[src/rtl/fir_mac_sequencer.sv]
// Shared-MAC FIR bank: NUM_FILTERS filters of NUM_ELEM taps evaluated one tap per cycle over one delay line.
// Optional FIR_SEQ_STALL_CNT_EN adds o_stall_cnt (saturating count of source stall cycles).
module fir_mac_sequencer #(
    parameter  int BITS_PER_ELEM = 8,
    parameter  int NUM_ELEM      = 7,
    parameter  int NUM_FILTERS   = 4,
    localparam int ACC_W         = 2*BITS_PER_ELEM + $clog2(NUM_ELEM),
    localparam int FID_W         = (NUM_FILTERS > 1) ? $clog2(NUM_FILTERS) : 1
) (
    input  logic                                        i_clk,
    input  logic                                        i_rst_n,
    input  logic [BITS_PER_ELEM-1:0]                    i_sample,
    input  logic                                        i_sample_valid,
    output logic                                        o_sample_ready,
    input  logic [NUM_FILTERS*NUM_ELEM*BITS_PER_ELEM-1:0] i_coeffs,
    output logic [ACC_W-1:0]                            o_result,
    output logic [FID_W-1:0]                            o_filter_id,
    output logic                                        o_valid,
    input  logic                                        i_ready
`ifdef FIR_SEQ_STALL_CNT_EN
    ,
    output logic [15:0]                                 o_stall_cnt
`endif
);

    localparam int TAP_W = $clog2(NUM_ELEM);
    localparam logic [TAP_W-1:0] LAST_TAP = TAP_W'(NUM_ELEM - 1);
    localparam logic [FID_W-1:0] LAST_FLT = FID_W'(NUM_FILTERS - 1);

    typedef enum logic [1:0] {S_IDLE, S_MAC, S_OUT} state_t;

    state_t                   r_state, w_next;
    logic [BITS_PER_ELEM-1:0] r_delay [NUM_ELEM];
    logic [ACC_W-1:0]         r_acc;
    logic [TAP_W-1:0]         r_tap;
    logic [FID_W-1:0]         r_filter;
    logic [BITS_PER_ELEM-1:0] w_coef;
    logic [BITS_PER_ELEM-1:0] w_tap_val;
    logic [ACC_W-1:0]         w_product;
    logic [ACC_W-1:0]         w_sum;

    always_ff @(posedge i_clk or negedge i_rst_n) begin
        if (!i_rst_n) r_state <= S_IDLE;
        else          r_state <= w_next;
    end

    always_comb begin
        w_next = r_state;
        case (r_state)
            S_IDLE: if (i_sample_valid) w_next = S_MAC;
            S_MAC:  if (r_tap == LAST_TAP) w_next = S_OUT;
            S_OUT:  if (i_ready) w_next = (r_filter == LAST_FLT) ? S_IDLE : S_MAC;
            default: w_next = S_IDLE;
        endcase
    end

    always_comb begin
        o_sample_ready = (r_state == S_IDLE);
    end

    // Explicit mux keeps out-of-range tap/filter codes harmless for non-power-of-2 sizes.
    always_comb begin
        w_coef    = '0;
        w_tap_val = '0;
        for (int unsigned k = 0; k < NUM_ELEM; k++) begin
            if (r_tap == TAP_W'(k)) w_tap_val = r_delay[k];
            for (int unsigned f = 0; f < NUM_FILTERS; f++) begin
                if (r_tap == TAP_W'(k) && r_filter == FID_W'(f))
                    w_coef = i_coeffs[BITS_PER_ELEM*(f*NUM_ELEM + k) +: BITS_PER_ELEM];
            end
        end
    end

    assign w_product = ACC_W'(w_coef) * ACC_W'(w_tap_val);
    assign w_sum     = r_acc + w_product;

    always_ff @(posedge i_clk or negedge i_rst_n) begin
        if (!i_rst_n) begin
            for (int unsigned k = 0; k < NUM_ELEM; k++) r_delay[k] <= '0;
            r_acc       <= '0;
            r_tap       <= '0;
            r_filter    <= '0;
            o_result    <= '0;
            o_filter_id <= '0;
            o_valid     <= 1'b0;
        end else begin
            case (r_state)
                S_IDLE: begin
                    if (i_sample_valid) begin
                        r_delay[0] <= i_sample;
                        for (int unsigned k = NUM_ELEM - 1; k > 0; k--) r_delay[k] <= r_delay[k-1];
                        r_acc    <= '0;
                        r_tap    <= '0;
                        r_filter <= '0;
                    end
                end
                S_MAC: begin
                    if (r_tap == LAST_TAP) begin
                        o_result    <= w_sum;
                        o_filter_id <= r_filter;
                        o_valid     <= 1'b1;
                    end else begin
                        r_acc <= w_sum;
                        r_tap <= r_tap + 1'b1;
                    end
                end
                S_OUT: begin
                    if (i_ready) begin
                        o_valid <= 1'b0;
                        if (r_filter != LAST_FLT) begin
                            r_filter <= r_filter + 1'b1;
                            r_tap    <= '0;
                            r_acc    <= '0;
                        end
                    end
                end
                default: ;
            endcase
        end
    end

`ifdef FIR_SEQ_STALL_CNT_EN
    always_ff @(posedge i_clk or negedge i_rst_n) begin
        if (!i_rst_n)
            o_stall_cnt <= '0;
        else if (i_sample_valid && !o_sample_ready && o_stall_cnt != 16'hFFFF)
            o_stall_cnt <= o_stall_cnt + 16'd1;
    end
`endif

endmodule

[config.mk]
export PLATFORM = sky130hd
export DESIGN_NAME = fir_mac_sequencer
export DESIGN_NICKNAME = d
export VERILOG_FILES = /design/src/rtl/fir_mac_sequencer.sv
export SDC_FILE = /design/constraint.sdc
export NUM_CORES = 1
export LEC_CHECK = 0
export CAP_MARGIN = 40
export CORE_ASPECT_RATIO = 2
export CORE_MARGIN = 3
export CORE_UTILIZATION = 47
export DETAILED_ROUTE_END_ITERATION = 8
export PLACE_DENSITY = 0.84
export RECOVER_POWER = 50
export SYNTH_ARGS = -nofsm -noshare
export SYNTH_HDL_FRONTEND = slang
export SYNTH_SLANG_ARGS = --single-unit
[constraint.sdc]
create_clock -name i_clk -period 17.7 [get_ports i_clk]
set_input_delay 3.54 -clock i_clk [delete_from_list [all_inputs] [get_ports i_clk]]
set_output_delay 3.54 -clock i_clk [all_outputs]
set_load 0.05 [all_outputs]
======== Word-level counts from Yosys, hierarchy flattened ========
Cells that the tools add are included.
storage, ports and cells
  bits in registers ....................... 104
  bits of input ports ..................... 236
cells by class
  add/sub/neg operators ................... 3
  multipliers ............................. 1
  equality and inequality tests ........... 17
  multiplexer cells ....................... 57
  reduce and logical (&&, ||, !) cells .... 40
operators by type and width
  kind                   number
  $mux W8                35
  $mux W19               4
  $pmux W19 S3           1
  $logic_and A1 B1 Y1    28
  $add A19 B16 Y19       1
  $mul A8 B8 Y16         1
  $mux W2                6
  $mux W3                4
  $ne A2 B2 Y1 const B   6
  $eq A3 B3 Y1 const B   3
  $pmux W3 S3            1
  $eq A2 B2 Y1 const B   3
  $eq A3 B2 Y1 const B   2
  $pmux W2 S3            1
  $reduce_and A3 Y1      2
  $reduce_and A5 Y1      1
  $eq A2 B1 Y1 const B   2
  $logic_not A2 Y1       2
  $pmux W2 S2            1
  $reduce_and A2 Y1      2
  $reduce_and A4 Y1      1
  $reduce_bool A2 Y1     2
  $add A3 B1 Y3 const B  1
  $eq A3 B1 Y1 const B   1
  5 further kinds        7

======== Longest topological paths before layout ========
  depth in word-level cells ............... 34
  mapped depth ............................ 28
  depth with buffers taken out ............ 24

======== Worst setup path after synthesis ========
Ideal clock, no wire load.
  kind .................................... input to register
  from .................................... input i_coeffs[149]
  to ...................................... register o_result[15]
  arrival ................................. 8.333 ns
  path slack .............................. 9.235 ns
  cell stages on the path ................. 19
  buffers on the path ..................... 0
  cells stage by stage .................... or3b_1 > a211oi_1 > o21ai_1 > a211oi_2 > nor3b_1 > o21ai_1 > fa_1 > fa_1 > inv_1 > fa_1 > inv_1 > fa_1 > inv_1 > ha_1 > or3_1 > o21a_1 > a211o_1 > a311oi_1 > o31ai_1
on the way
  word-level cells in the longest chain between the ends .. 12
ends and longest elaborated chain
  item                    RTL line  source
  start: declaration      15        input logic [NUM_FILTERS*NUM_ELEM*BITS_PER_ELEM-1:0] i_coeffs,
  $mux W8 (10 in a row)   68        if (r_tap == TAP_W'(k) && r_filter == FID_W'(f))
  $mul A8 B8 Y16          74        assign w_product = ACC_W'(w_coef) * ACC_W'(w_tap_val);
  $add A19 B16 Y19        75        assign w_sum = r_acc + w_product;
  end signal: assignment  99        o_result <= w_sum;
  end: declaration        16        output logic [ACC_W-1:0] o_result,
Every way passes these cells.
A chain may end at the register's enable or synchronous reset.

======== Worst setup path after layout ========
  from .................................... input i_coeffs[0]
  to ...................................... register r_acc[15]
on the way
  word-level cells in the longest chain between the ends .. 32
ends and longest elaborated chain
  item                    RTL line  source
  $mux W8 (28 in a row)   68
  $mul A8 B8 Y16          74
  $add A19 B16 Y19        75
  $mux W19                98        if (r_tap == LAST_TAP) begin
  $pmux W19 S3            87        case (r_state)
  end signal: assignment  103       r_acc <= w_sum;
  end: declaration        34        logic [ACC_W-1:0] r_acc;
Every way passes these cells. The select of a mux whose other input is x is not followed.

==> summary.md <==
| Metric | Value |
|---|---|
| Post-DRT Antenna Nets | 0 |
| Hold_sp | o_result[8] |
| Run status | complete, but fails checks |
| Yosys cell types | 90 |
| DRT Wirelength | 51200 µm |
| Post-CTS Resized | 0 |
| Sequential area share after synthesis | 0.237 |
| Die footprint | 25300 µm² |
| Reg clk slew, reported paths | 70 ps |
| Fill count | 2043 |
| Routed vias/inst | 6.59 |
| Initial antenna violation count | 2 |
| H-tree depth | 3 |
| Mapped Nets | 1651 |
| Crit end category | flop |
| Postcts setup bufs | 0 |
| Cells after Synth | 1315 |
| Gr usage total | 0.399 |
| Setup crit start kind | input port |
| Initial Util | 0.481 |
| GP Congestion | 1.01 |
| Share of layout cells above drive strength 1 | 0.0797 |
| Period utilization | 0.529 |
| HPWL after DPL | 40000 µm |
| Worst-Margin Slew | 3060 ps |
| Synth async-reset ratio | 1.00 |
| DR vias | 11882 |
| Clock root buffer master | clkbuf_16 |
| Final Hold Vio Count | 0 |
| FMAX | 107 MHz |
| Total number of yosys warnings | 0 |
| Worst slew margin | -1.04 |
| Primary FF master, synth | dfrtp_1 |
| Unrepaired setup endpoints after global routing | no |
| DR iter-0 viols | 1123 |
| Vias in the first global route | 12172 |
| Wirelength per Cell | 28.4 µm |
| # nets final | 1849 |
| Io pins | 259 |
| Final setup fails | 0 |
| TNS Setup | 0 ps |
| Synth area leaders | dfrtp_1 (24%), fa_1 (9.1%), mux2_2 (5.8%), ha_1 (5.7%), nand2_1 (4.1%) |
| Commonest non-fill, non-tap cell in the layout | clkdlybuf4s50_1 |
| Crit path DAT | 9590 ps |
| Min Tclk post-route | 9360 ps |
| R2r startpoint | r_filter[0] |
| HP Class | flop to flop |
| GRT overflow | 0 |
| Detailed Routing Iterations Pass 1 | 6 |
| Yosys reg bits | 104 |
| Synthesized area per cell | 8.35 µm² |
| Slew Limit Fails | 164 |
| Worst setup startpoint | i_coeffs[0] |
| Max-cap violations | 3 |
| Site row count | 78 |
| Cell Area, Synth | 11000 µm² |
| CTS tree | yes |
| Layout area overhead | 26.9% |
| Core area | 22800 µm² |
| Layout Cells excl Fill | 1802 |
| Most frequent cells in the layout | clkdlybuf4s50_1 (255), nand2_1 (119), inv_1 (115), dfrtp_1 (103), o21ai_0 (81) |
| Clock Path Buffers | 2 |
| Pin count of the biggest net entering global routing | 71 |
| Inst Count DP | 1782 |
| Residual DRC count | 0 |
| Die Y | 222 µm |
| Critical path class | input port to flop |
| Critical Path RT | 17930 ps |
| Hold_buf cts | 0 |
| Die Wd | 114 µm |
| Worst-Skew Late Latency | 380 ps |
| Number of flops mapped to enable cells by yosys | 0 |
| Post-synth top area cell | dfrtp_1 |
| Num CTS Buffers | 9 |
| Total clock sinks | 104 |
| Failing checks | capacitance limit, slew limit |
| Buffers on Ports | 258 |
| Max FO, Critical Path | 8 |
| Synth top area share | 0.237 |
| Global-route wire length before repair | 75200 µm |
| Max Clock Skew | 14.6 ps |
-- cells by family (layout without fill, tap and decap cells) --
logic type / Yosys count / count (layout) / share of synthesized area
simple gates: 421 / 421 / 0.202
xor+xnor: 9 / 9 / 0.00718
fa+ha+maj: 100 / 100 / 0.148
other cells: 0 / 4 / 0
buf+inv: 207 / 410 / 0.0821
mux: 58 / 58 / 0.0594
compound gates: 416 / 416 / 0.264
flops: 104 / 104 / 0.237
-- metrics by stage --
stage	cell area (µm²)	hold slack, ps	util	worst slack [ps]
floorplan	11000	455	-	9230
CTS	13900	487	0.611	8470
detailed placement	13600	462	0.597	8080
global route	13900	511	0.610	8140
global placement	13600	466	0.595	8100
finish	13900	485	0.611	8340
-- sequential cells by signal, indices dropped and copies added, names as in the netlist --
name / cells
o_valid: 1
r_acc: 19
r_filter: 2
r_state: 2
o_result: 19
r_delay: 56
o_filter_id: 2
r_tap: 3
-- worst max-delay path: stages --
cell,delay (ps)
clkdlybuf4s50_1,460
a221oi_1,80
o31ai_1,540
a41oi_1,270
o211ai_1,690
nand3b_1,220
fa_1,510
fa_1,510
inv_1,50
fa_1,470
inv_1,50
fa_1,480
inv_1,50
ha_1,220
or3_1,420
o21a_1,250
a211o_1,300
a311oi_1,390
o31ai_1,100
-- Yosys cell counts, types with 8 or more instances --
cell and count:
a21oi_1 76, o21a_1 9, fa_1 50, and3_1 24, a22o_1 8, dfrtp_1 104
nor2b_1 35, a211oi_1 14, a32oi_1 8, nand2_1 119, mux2_2 57, inv_1 115
nor3_1 24, nor3b_1 13, nand2b_1 32, ha_1 50, clkbuf_1 32, nand3_1 30
and2_1 13, nand4_1 9, o21ai_0 81, o22ai_1 20, a22oi_1 8, a221oi_1 11
buf_2 39, nand3b_1 14, o211ai_1 23, a221o_1 17, a31oi_1 21, nor2_1 66
a21o_1 15, o21ai_1 14, buf_4 10
-- path summary, 6_finish.rpt --
| kind | end | slack (ps) | cells after the start |
|---|---|---|---|
| min | o_result[8] | 490 | 2 |
| min reg2reg | o_result[8] | 490 | 2 |
| max in group asynchronous | r_tap[2] | 9690 | 2 |
| max | r_acc[15] | 8340 | 19 |
| max reg2reg | r_acc[15] | 9860 | 22 |
| min in group asynchronous | o_result[8] | 3920 | 1 |
-- final cells by class --
cell class	instances	area, µm²	area share
multi-input cells	1004	7490	0.537
repair buffers	277	2730	0.196
flip-flops and latches	104	2600	0.187
inverters	117	439	0.0315
well taps	280	350	0.0251
clock buffers	9	225	0.0162
clock inverters	7	96.3	0.00691
diodes	4	10.0	0.000718
-- metal layers --
| metal | wire length [µm] | up-vias | global-route usage |
|---|---|---|---|
| met5 | 0 | - | 0 |
| met4 | 5390 | 0 | 0.336 |
| met3 | 3870 | 265 | 0.0897 |
| met2 | 25400 | 702 | 0.680 |
| met1 | 16500 | 5736 | 0.399 |
| li1 | - | 5179 | - |
Power is not shown: default switching activity piles up to over one toggle a cycle in this logic, so the estimate is an artifact.
